### src/rtl/decoder_pkg.sv
// Shared definitions for the pipelined instruction decoder.
// Holds the opcode map, the mux encodings and the decoded bundle type.
// Bundle field widths are upper bounds on the module parameters. Each instance
// zero-pads (or sign-extends) into them and slices its own width back out.
package decoder_pkg;

    localparam int unsigned MAX_REG_ADDR_WIDTH = 8;
    localparam int unsigned MAX_DATA_WIDTH     = 32;

    // Opcodes (low four opcode bits)
    localparam logic [3:0] OP_NOP   = 4'h0;
    localparam logic [3:0] OP_BRNZP = 4'h1;
    localparam logic [3:0] OP_CMP   = 4'h2;
    localparam logic [3:0] OP_ADD   = 4'h3;
    localparam logic [3:0] OP_SUB   = 4'h4;
    localparam logic [3:0] OP_MUL   = 4'h5;
    localparam logic [3:0] OP_DIV   = 4'h6;
    localparam logic [3:0] OP_LDR   = 4'h7;
    localparam logic [3:0] OP_STR   = 4'h8;
    localparam logic [3:0] OP_CONST = 4'h9;
    localparam logic [3:0] OP_JMP   = 4'hA;
    localparam logic [3:0] OP_RET   = 4'hF;

    localparam logic [1:0] PC_MUX_NEXT   = 2'd0;
    localparam logic [1:0] PC_MUX_BRANCH = 2'd1;
    localparam logic [1:0] PC_MUX_JUMP   = 2'd2;

    localparam logic [1:0] REG_IN_ALU = 2'b00;
    localparam logic [1:0] REG_IN_MEM = 2'b01;
    localparam logic [1:0] REG_IN_IMM = 2'b10;

    localparam logic [1:0] ALU_ADD = 2'b00;
    localparam logic [1:0] ALU_SUB = 2'b01;
    localparam logic [1:0] ALU_MUL = 2'b10;
    localparam logic [1:0] ALU_DIV = 2'b11;

    typedef struct packed {
        logic [MAX_REG_ADDR_WIDTH-1:0] rd_address;
        logic [MAX_REG_ADDR_WIDTH-1:0] rs_address;
        logic [MAX_REG_ADDR_WIDTH-1:0] rt_address;
        logic [2:0]                    nzp;
        logic [MAX_DATA_WIDTH-1:0]     immediate;
        logic                          reg_write_enable;
        logic                          mem_read_enable;
        logic                          mem_write_enable;
        logic                          nzp_write_enable;
        logic [1:0]                    reg_input_mux;
        logic [1:0]                    alu_arithmetic_mux;
        logic                          alu_output_mux;
        logic [1:0]                    pc_mux;
        logic                          ret;
        logic                          illegal;
    } decode_bundle_t;

endpackage

### src/rtl/decode_ctrl_gen.sv
// Combinational instruction decoder: raw instruction -> decode_bundle_t.
// Ports:
//   instruction  in   raw instruction word
//   bundle       out  extracted fields, extended immediate, control signals
module decode_ctrl_gen
    import decoder_pkg::*;
#(
    parameter int unsigned INSTR_WIDTH    = 16,
    parameter int unsigned OPCODE_WIDTH   = 4,
    parameter int unsigned REG_ADDR_WIDTH = 4,
    parameter int unsigned IMM_WIDTH      = 8,
    parameter int unsigned DATA_WIDTH     = 8,
    parameter int unsigned IMM_SIGNED     = 0
) (
    input  logic [INSTR_WIDTH-1:0] instruction,
    output decode_bundle_t         bundle
);

    if (OPCODE_WIDTH + 3 * REG_ADDR_WIDTH > INSTR_WIDTH ||
        IMM_WIDTH > INSTR_WIDTH - OPCODE_WIDTH - REG_ADDR_WIDTH ||
        OPCODE_WIDTH < 4 || REG_ADDR_WIDTH < 3 || REG_ADDR_WIDTH > MAX_REG_ADDR_WIDTH ||
        DATA_WIDTH < IMM_WIDTH || DATA_WIDTH > MAX_DATA_WIDTH || IMM_WIDTH == 0) begin : g_bad_cfg
        $error("pipelined_instruction_decoder: inconsistent field widths");
    end

    localparam int unsigned RD_LSB = INSTR_WIDTH - OPCODE_WIDTH - REG_ADDR_WIDTH;
    localparam int unsigned RS_LSB = RD_LSB - REG_ADDR_WIDTH;
    localparam int unsigned RT_LSB = RS_LSB - REG_ADDR_WIDTH;

    logic [OPCODE_WIDTH-1:0]   opcode;
    logic [3:0]                op_low;
    logic                      op_upper_set;
    logic [REG_ADDR_WIDTH-1:0] rd;
    logic [REG_ADDR_WIDTH-1:0] rs;
    logic [REG_ADDR_WIDTH-1:0] rt;
    logic [IMM_WIDTH-1:0]      imm;
    logic [MAX_DATA_WIDTH-1:0] imm_ext;

    assign opcode       = instruction[INSTR_WIDTH-1 -: OPCODE_WIDTH];
    assign op_low       = opcode[3:0];
    assign op_upper_set = (opcode >> 4) != '0;
    assign rd           = instruction[RD_LSB +: REG_ADDR_WIDTH];
    assign rs           = instruction[RS_LSB +: REG_ADDR_WIDTH];
    assign rt           = instruction[RT_LSB +: REG_ADDR_WIDTH];
    assign imm          = instruction[IMM_WIDTH-1:0];

    // Extend to the bundle's full width; the top slices DATA_WIDTH back out.
    assign imm_ext = (IMM_SIGNED != 0) ? MAX_DATA_WIDTH'($signed(imm))
                                       : MAX_DATA_WIDTH'(imm);

    always_comb begin
        bundle            = '0;
        bundle.rd_address = MAX_REG_ADDR_WIDTH'(rd);
        bundle.rs_address = MAX_REG_ADDR_WIDTH'(rs);
        bundle.rt_address = MAX_REG_ADDR_WIDTH'(rt);
        bundle.nzp        = rd[REG_ADDR_WIDTH-1 -: 3];
        bundle.immediate  = imm_ext;

        if (op_upper_set) begin
            bundle.illegal = 1'b1;
        end else begin
            case (op_low)
                OP_NOP:   ;
                OP_BRNZP: bundle.pc_mux = PC_MUX_BRANCH;
                OP_CMP: begin
                    bundle.alu_output_mux   = 1'b1;
                    bundle.nzp_write_enable = 1'b1;
                end
                OP_ADD: begin
                    bundle.reg_write_enable   = 1'b1;
                    bundle.alu_arithmetic_mux = ALU_ADD;
                end
                OP_SUB: begin
                    bundle.reg_write_enable   = 1'b1;
                    bundle.alu_arithmetic_mux = ALU_SUB;
                end
                OP_MUL: begin
                    bundle.reg_write_enable   = 1'b1;
                    bundle.alu_arithmetic_mux = ALU_MUL;
                end
                OP_DIV: begin
                    bundle.reg_write_enable   = 1'b1;
                    bundle.alu_arithmetic_mux = ALU_DIV;
                end
                OP_LDR: begin
                    bundle.reg_write_enable = 1'b1;
                    bundle.mem_read_enable  = 1'b1;
                    bundle.reg_input_mux    = REG_IN_MEM;
                end
                OP_STR:   bundle.mem_write_enable = 1'b1;
                OP_CONST: begin
                    bundle.reg_write_enable = 1'b1;
                    bundle.reg_input_mux    = REG_IN_IMM;
                end
                OP_JMP:   bundle.pc_mux = PC_MUX_JUMP;
                OP_RET:   bundle.ret    = 1'b1;
                default:  bundle.illegal = 1'b1;
            endcase
        end
    end

endmodule

### src/rtl/pipelined_instruction_decoder.sv
// Handshaked instruction decoder with a two-entry skid buffer.
// Ports:
//   clk, reset_n            clock; asynchronous active-low reset
//   flush                   drops held entries and any same-cycle input
//   in_valid/in_ready       fetcher handshake (in_ready is registered)
//   instruction             raw instruction word
//   out_valid/out_ready     execute-stage handshake
//   decoded_*               registered decoded fields and controls of the head entry
module pipelined_instruction_decoder
    import decoder_pkg::*;
#(
    parameter int unsigned INSTR_WIDTH    = 16,
    parameter int unsigned OPCODE_WIDTH   = 4,
    parameter int unsigned REG_ADDR_WIDTH = 4,
    parameter int unsigned IMM_WIDTH      = 8,
    parameter int unsigned DATA_WIDTH     = 8,
    parameter int unsigned IMM_SIGNED     = 0
) (
    input  logic                      clk,
    input  logic                      reset_n,
    input  logic                      flush,
    input  logic                      in_valid,
    output logic                      in_ready,
    input  logic [INSTR_WIDTH-1:0]    instruction,
    output logic                      out_valid,
    input  logic                      out_ready,
    output logic [REG_ADDR_WIDTH-1:0] decoded_rd_address,
    output logic [REG_ADDR_WIDTH-1:0] decoded_rs_address,
    output logic [REG_ADDR_WIDTH-1:0] decoded_rt_address,
    output logic [2:0]                decoded_nzp,
    output logic [DATA_WIDTH-1:0]     decoded_immediate,
    output logic                      decoded_reg_write_enable,
    output logic                      decoded_mem_read_enable,
    output logic                      decoded_mem_write_enable,
    output logic                      decoded_nzp_write_enable,
    output logic [1:0]                decoded_reg_input_mux,
    output logic [1:0]                decoded_alu_arithmetic_mux,
    output logic                      decoded_alu_output_mux,
    output logic [1:0]                decoded_pc_mux,
    output logic                      decoded_ret,
    output logic                      decoded_illegal
);

    decode_bundle_t new_bundle;
    decode_bundle_t out_q, out_d, skid_q, skid_d;
    logic           out_valid_q, out_valid_d;
    logic           skid_valid_q, skid_valid_d;
    logic           in_ready_q, in_ready_d;
    logic           accept;
    logic           out_free;

    decode_ctrl_gen #(
        .INSTR_WIDTH   (INSTR_WIDTH),
        .OPCODE_WIDTH  (OPCODE_WIDTH),
        .REG_ADDR_WIDTH(REG_ADDR_WIDTH),
        .IMM_WIDTH     (IMM_WIDTH),
        .DATA_WIDTH    (DATA_WIDTH),
        .IMM_SIGNED    (IMM_SIGNED)
    ) u_decode_ctrl_gen (
        .instruction(instruction),
        .bundle     (new_bundle)
    );

    assign accept   = in_valid && in_ready_q && !flush;
    // OUT can take a new entry this edge if it is empty or being consumed.
    assign out_free = !out_valid_q || out_ready;

    always_comb begin
        out_d        = out_q;
        skid_d       = skid_q;
        out_valid_d  = out_valid_q;
        skid_valid_d = skid_valid_q;
        if (flush) begin
            out_valid_d  = 1'b0;
            skid_valid_d = 1'b0;
        end else if (out_free) begin
            if (skid_valid_q) begin
                // Older SKID entry advances first to keep FIFO order.
                out_d        = skid_q;
                out_valid_d  = 1'b1;
                skid_valid_d = accept;
                if (accept) skid_d = new_bundle;
            end else begin
                out_valid_d = accept;
                if (accept) out_d = new_bundle;
            end
        end else if (accept) begin
            skid_d       = new_bundle;
            skid_valid_d = 1'b1;
        end
        in_ready_d = !skid_valid_d;
    end

    always_ff @(posedge clk or negedge reset_n) begin
        if (!reset_n) begin
            out_q        <= '0;
            skid_q       <= '0;
            out_valid_q  <= 1'b0;
            skid_valid_q <= 1'b0;
            in_ready_q   <= 1'b1;
        end else begin
            out_q        <= out_d;
            skid_q       <= skid_d;
            out_valid_q  <= out_valid_d;
            skid_valid_q <= skid_valid_d;
            in_ready_q   <= in_ready_d;
        end
    end

    assign in_ready  = in_ready_q;
    assign out_valid = out_valid_q;

    assign decoded_rd_address         = out_q.rd_address[REG_ADDR_WIDTH-1:0];
    assign decoded_rs_address         = out_q.rs_address[REG_ADDR_WIDTH-1:0];
    assign decoded_rt_address         = out_q.rt_address[REG_ADDR_WIDTH-1:0];
    assign decoded_nzp                = out_q.nzp;
    assign decoded_immediate          = out_q.immediate[DATA_WIDTH-1:0];
    assign decoded_reg_write_enable   = out_q.reg_write_enable;
    assign decoded_mem_read_enable    = out_q.mem_read_enable;
    assign decoded_mem_write_enable   = out_q.mem_write_enable;
    assign decoded_nzp_write_enable   = out_q.nzp_write_enable;
    assign decoded_reg_input_mux      = out_q.reg_input_mux;
    assign decoded_alu_arithmetic_mux = out_q.alu_arithmetic_mux;
    assign decoded_alu_output_mux     = out_q.alu_output_mux;
    assign decoded_pc_mux             = out_q.pc_mux;
    assign decoded_ret                = out_q.ret;
    assign decoded_illegal            = out_q.illegal;

    // Padding bits above the configured widths are never driven out.
    logic unused_pad;
    assign unused_pad = ^out_q;

endmodule

### config.mk
export PLATFORM = sky130hd
export DESIGN_NAME = pipelined_instruction_decoder
export DESIGN_NICKNAME = d
export VERILOG_FILES = /design/src/rtl/decoder_pkg.sv /design/src/rtl/decode_ctrl_gen.sv /design/src/rtl/pipelined_instruction_decoder.sv
export SDC_FILE = /design/constraint.sdc
export NUM_CORES = 1
export LEC_CHECK = 0
export BUFFER_PORTS_ARGS = -buffer_cell sky130_fd_sc_hd__buf_2
export CAP_MARGIN = 15
export CORE_MARGIN = 1.5
export CORE_UTILIZATION = 48
export DETAILED_ROUTE_END_ITERATION = 12
export MAX_ROUTING_LAYER = met4
export PLACE_DENSITY = 0.79
export SKIP_CTS_REPAIR_TIMING = 1
export SLEW_MARGIN = 10
export SYNTH_ARGS = -nofsm -noshare
export SYNTH_HDL_FRONTEND = slang
export SYNTH_SLANG_ARGS = --single-unit
### constraint.sdc
create_clock -name clk -period 1.35 [get_ports clk]
set_input_delay 0.3375 -clock clk [delete_from_list [all_inputs] [get_ports clk]]
set_output_delay 0.3375 -clock clk [all_outputs]
set_load 0.02 [all_outputs]
==> impl_metrics.csv, run 1 <==
group,metric,value,unit
critical_path,reg2reg_depth,4,
grt,grt_pass1_vias,1639,
critical_path,crit_type,"flop to flop",
critical_path,crit_path_max_incr_delay,580,ps
sta,fin_skew,6.994,ps
placed_design,gp_congestion,0.7735,
final_layout,nNetsFinal,275,
power,p_per_area,1298,nW/um^2
cts,clockRootBuffer,"clkbuf_8",
critical_path,r2r-end,"decoded_rd_address[0]",
final_layout,antenna_cells,0,
sta,rsz0062_at_grt,"yes",
final_layout,area_growth,22.47,%
critical_path,cp_max_fo,7,
synth,netlist_instances,189,
sta,worst_pin_slew,449.2,ps
final_layout,nFillCells,412,
sta,finalSetupViolCount,45,
status,failed_checks,"setup timing",
cts,clk_path_buf_depth,2,
synth,synth_area_per_cell,13.26,sq um
placed_design,numPlacedInstances,315,
critical_path,crit_buf_inv,1,
detailed_routing,drt_pass1_iterations,4,
detailed_routing,wl_per_cell,14.40,microns
synth,yosysWarnings,0,
detailed_routing,vias,1646,
flow_run,max_cap_violations,0,
grt,grt_pass1_wl,7810,microns
floorplanning,start_util,49.38,%
sta,max_freq,0.6708,GHz
final_layout,final_common_cell,"buf_2",
critical_path,startpoint_type,"flop",
min_path,hold_depth,2,
cts,cts_tree,"built",
cts,htree_levels,2,
synth,ys_async_sr_fraction,100.0,%
synth,ys_types,32,
detailed_routing,drt_iter0_markers,53,
placed_design,dpl.hpwl,3475,microns
critical_path,r2r_slack,-140,ps
power,power.leakage,0.001488,uW
critical_path,crit_chain,"a21oi_4, nor3_4, buf_4, mux2_2",
floorplanning,die_h,75.26,microns
placed_design,portBuffers,58,
power,ir_worst_vdd,0.8197,mV
floorplanning,io_pins,59,
synth,syn_nets,210,
sta,period_minus_slack,1491,ps
critical_path,cpLargestDelayFamily,"flip-flops",
synth,synth_top_area_cell,"dfrtp_1",
critical_path,setup.worst_path.start,"in_ready",
critical_path,r2r_start,"in_ready",
critical_path,worstPathRequired,1540,ps
critical_path,crit_path_top_delay_cell,"dfstp_2",
sta,fin_crit_sh,110.4,%
sta,hold_viol,0,
cts,clkSlewWorstSetupHoldPaths,90,ps
sta,fin_tns_setup,-4521,ps
grt,antenna_found_initial,0,
floorplanning,dieArea,5663,sq um
synth,yosysSeqAreaShare,48.98,%
synth,syn_area,2506,sq um
sta,slew-limit-headroom,69.62,%
sta,setup_ws,-140.7,ps
final_layout,stdcell_count,325,
floorplanning,die_w,75.26,microns
cts,clk_latency,300,ps
min_path,hold_end,"skid_q[45]",
critical_path,end_kind,"flop",
grt,grt_max_degree,22,
cts,cts_buffers,5,
synth,yosys_most_used_dff,"dfrtp_1",
floorplanning,coreArea,5075,sq um
detailed_routing,drc,0,
grt,overflow,0,
final_layout,post-route-util,60.48,%
status,status,"finished with violations",
placed_design,pre_cts_slack,-155.9,ps
synth,ys_ff_latch,49,
grt,grt_usage,19.11,%
synth,synth-edff-count,0,
detailed_routing,ant_nets,0,
final_layout,final_cell_mix,"buf_2, dfrtp_1, mux2_2, buf_4, mux2_4",
sta,finalMaxSlewViolations,0,
critical_path,crit_arrival,1680,ps
cts,cts.sinks,49,
floorplanning,rows,26,
synth,synth.area.top_cells,"dfrtp_1, mux2_2, mux2_4, buf_4, buf_6",
detailed_routing,drt_wl_total,4679,microns
min_path,hp-start,"instruction[9]",
synth,synth_top_area_share,47.93,%
final_layout,layout-drive-gt1-share,61.18,%
min_path,worstHoldPathType,"input port to flop",
detailed_routing,viasPerCell,5.065,
[cell usage after synthesis, types with 4 or more instances]
library cell / n
nor3_1: 5
buf_4: 13
dfrtp_1: 48
mux2_4: 11
nor2_1: 6
mux2_2: 45
buf_6: 8
inv_1: 4
o41ai_1: 4
nand2b_1: 5
nand2_1: 11
o31ai_1: 5
[through the flow]
| stage | area, sq um | power [uW] | hold WS (ps) |
|---|---|---|---|
| after global routing | 3069 | 4191 | 258.4 |
| after CTS | 3022 | 3999 | -72.18 |
| after global placement | 2902 | 2876 | 256.1 |
| after detailed placement | 2902 | 2917 | 257.6 |
| after floorplan | 2507 | 2638 | 41.91 |
| final | 3069 | 3985 | 275.0 |
[registers in the layout (all words and copies together) (netlist names), 2 cells and up]
| register | flops |
|---|---|
| decoded_pc_mux | 2 |
| skid_q | 23 |
| decoded_rt_address | 3 |
| decoded_reg_input_mux | 2 |
| decoded_alu_arithmetic_mux | 2 |
| decoded_rs_address | 3 |
| decoded_rd_address | 3 |
| decoded_immediate | 2 |
[layer usage]
metal	routed length, microns	global-route usage (%)	vias up
li1	-	-	783
met2	2296	28.71	50
met5	0	-	-
met1	2144	25.86	806
met4	80	8.135	0
met3	158	2.945	7
[layout make-up]
| type | count | area (sq um) | share of cell area, % |
|---|---|---|---|
| clock buffer | 6 | 82.58 | 2.691 |
| timing repair buffer | 83 | 540.5 | 17.61 |
| sequential | 49 | 1230 | 40.07 |
| clock inverter | 2 | 37.54 | 1.223 |
| tap | 70 | 87.58 | 2.854 |
| inverter | 4 | 15.01 | 0.4892 |
| multi-input combinational | 111 | 1076 | 35.06 |
[worst reg2reg max path: cells and delay by family (launching register included)]
kind            cells  cell delay, ps
buf+inv             1             210
simple gates        1             170
mux                 1             350
compound gates      1              70
flops               1             580
[worst max path at each step]
stage	to	cells past startpoint	slack, ps
4_1_cts	decoded_rd_address[0]	3	-160
6_report	decoded_rd_address[0]	4	-140
3_5_place_dp	decoded_nzp[2]	3	-160
2_1_floorplan	decoded_immediate[3]	4	-160
3_3_place_gp	decoded_immediate[7]	3	-110
5_1_grt	decoded_rs_address[0]	4	-210
[power breakdown]
part / switching, uW / internal, uW / leakage [uW] / total, uW
clock network: 486 / 602 / 0.0000574 / 1090
logic: 529 / 491 / 0.000814 / 1020
registers: 146 / 1730 / 0.000616 / 1880
total: 1160 / 2820 / 0.00149 / 3990
[logic make-up (layout without fill, tap and decap cells)]
kind of cell             after synthesis  count (layout)  share of synthesized area, %
AO/OA/AOI/OAI                         16              16                         5.692
XOR/XNOR                               1               1                        0.3495
adder cells (fa/ha/maj)                1               1                        0.3994
buffers and inverters                 29              95                         8.836
flip-flops                            49              49                         48.98
multiplexers                          58              58                         27.61
AND/OR/NAND/NOR                       35              35                         8.138
Power figures use the tool's default switching activity.
==> run 2: changes to the inputs <==
--- a/config.mk
+++ b/config.mk
@@ -8,12 +8,13 @@
 export BUFFER_PORTS_ARGS = -buffer_cell sky130_fd_sc_hd__buf_2
 export CAP_MARGIN = 15
 export CORE_MARGIN = 1.5
-export CORE_UTILIZATION = 48
+export CORE_UTILIZATION = 40
 export DETAILED_ROUTE_END_ITERATION = 12
 export MAX_ROUTING_LAYER = met4
-export PLACE_DENSITY = 0.79
+export PLACE_DENSITY = 0.66
 export SKIP_CTS_REPAIR_TIMING = 1
 export SLEW_MARGIN = 10
 export SYNTH_ARGS = -nofsm -noshare
 export SYNTH_HDL_FRONTEND = slang
+export SYNTH_HIERARCHICAL = 1
 export SYNTH_SLANG_ARGS = --single-unit
==> impl_metrics.csv, run 2 <==
group,metric,value,unit
detailed_routing,vias,2091,
synth,netlist_instances,248,
sta,fin_skew,9.760,ps
grt,gr-usage-met1,18.60,%
final_layout,nNetsFinal,332,
grt,use_met3,5.252,%
detailed_routing,drc,0,
synth,syn_nets,269,
grt,grt_pass1_wl,10870,microns
sta,worst_pin_slew,351.1,ps
grt,grt_pass1_vias,2250,
placed_design,dpl.hpwl,4475,microns
detailed_routing,drt_iter0_markers,47,
sta,slew-limit-headroom,76.59,%
floorplanning,coreArea,8678,sq um
grt,met2_usage,23.35,%
final_layout,final_common_cell,"mux2_2",
detailed_routing,viasPerCell,4.932,
final_layout,final_cell_mix,"mux2_2, dfrtp_1, buf_2, buf_4, clkbuf_8",
cts,clk_path_buf_depth,2,
sta,rsz0062_at_grt,"yes",
critical_path,worstPathRequired,1580,ps
floorplanning,start_util,40.92,%
cts,clockRootBuffer,"clkbuf_8",
grt,grt_max_degree,26,
critical_path,startpoint_type,"flop",
final_layout,layout-drive-gt1-share,68.99,%
cts,cts_tree,"built",
grt,antenna_found_initial,0,
detailed_routing,drt_pass1_iterations,4,
grt,grt.busiest_layer,"met2",
detailed_routing,wl_per_cell,15.75,microns
grt,overflow,0,
floorplanning,io_pins,59,
critical_path,r2r_slack,-170,ps
sta,max_freq,0.6563,GHz
synth,yosysWarnings,6,
final_layout,antenna_cells,0,
power,ir_worst_vdd,0.7395,mV
critical_path,end_kind,"flop",
power,power.leakage,0.002049,uW
detailed_routing,drt_wl_total,6678,microns
sta,finalSetupViolCount,73,
placed_design,gp_congestion,0.7942,
status,status,"finished with violations",
cts,clk_latency,350,ps
flow_run,max_cap_violations,0,
sta,setup_ws,-173.6,ps
floorplanning,rows,34,
cts,cts_buffers,9,
final_layout,largest_reg_flops,36,
critical_path,cp_max_fo,6,
critical_path,crit_type,"flop to flop",
final_layout,top_register,"skid_q",
min_path,worstHoldPathType,"input port to flop",
sta,fin_crit_sh,112.9,%
placed_design,pre_cts_slack,-147.2,ps
sta,period_minus_slack,1524,ps
cts,cts.sinks,75,
grt,grt_usage,14.89,%
cts,htree_levels,3,
sta,hold_viol,0,
synth,syn_area,3551,sq um
status,failed_checks,"setup timing",
floorplanning,dieArea,9452,sq um
floorplanning,die_h,97.22,microns
detailed_routing,ant_nets,0,
final_layout,area_growth,21.92,%
sta,whs,216.8,ps
power,p_per_area,1359,nW/um^2
floorplanning,die_w,97.22,microns
sta,finalMaxSlewViolations,0,
placed_design,portBuffers,58,
cts,clkSlewWorstSetupHoldPaths,70,ps
synth,synth_area_per_cell,14.32,sq um
critical_path,crit_arrival,1750,ps
==> run 2: power by group <==
| part | total, uW | internal (uW) | switching [uW] | leakage, uW |
|---|---|---|---|---|
| Clock | 1690 | 866 | 820 | 0.0000977 |
| Combinational | 1290 | 680 | 614 | 0.00101 |
| Sequential | 2900 | 2690 | 212 | 0.000937 |
| Total | 5890 | 4240 | 1650 | 0.00205 |
==> run 2: routing by layer <==
layer	up-vias	wire length (microns)	share of wire [%]
li1	975	-	-
met5	-	0	0
met2	52	3152	47
met3	5	314	4.7
met4	0	43	0.64
met1	1059	3169	47
==> run 2: worst max-delay path, cell delays in order, from the launching register on <==
cell       delay (ps)
dfrtp_2           410
nor2b_4           150
o2111ai_4         210
buf_12            170
clkbuf_16         150
mux2_2            320
==> run 2: cell type report <==
| class | instances | area [sq um] |
|---|---|---|
| Timing Repair Buffer | 87 | 670.6 |
| Multi-Input combinational cell | 137 | 1440 |
| Sequential cell | 75 | 1881 |
| Inverter | 1 | 3.754 |
| Clock buffer | 13 | 178.9 |
| Clock inverter | 3 | 20.02 |
| Fill cell | 804 | 4349 |
| Tap cell | 108 | 135.1 |
==> run 2: path summary, 6_finish.rpt <==
check	startpoint	endpoint	cells past startpoint
min in group asynchronous	reset_n	decoded_illegal	2
max in group asynchronous	reset_n	skid_valid_q	3
hold reg to reg	decoded_alu_arithmetic_mux[0]	decoded_alu_arithmetic_mux[0]	1
setup / recovery	out_valid	skid_q[46]	5
setup reg to reg	out_valid	skid_q[46]	5
hold / removal	flush	out_valid	2
==> run 2: per-stage QoR <==
| stage | instances | setup TNS, ps | power [uW] | instance area [sq um] | utilization [%] |
|---|---|---|---|---|---|
| 2_1_floorplan | 248 | -15150 | 3770 | 3558 | - |
| 3_5_place_dp | 401 | -8723 | 4202 | 3949 | 45.50 |
| 6_report | 424 | -10450 | 5885 | 4329 | 49.88 |
| 5_1_grt | 424 | -13420 | 6198 | 4329 | 49.88 |
| 4_1_cts | 417 | -9743 | 5912 | 4148 | 47.79 |
| 3_3_place_gp | 401 | -7208 | 4149 | 3949 | 45.50 |
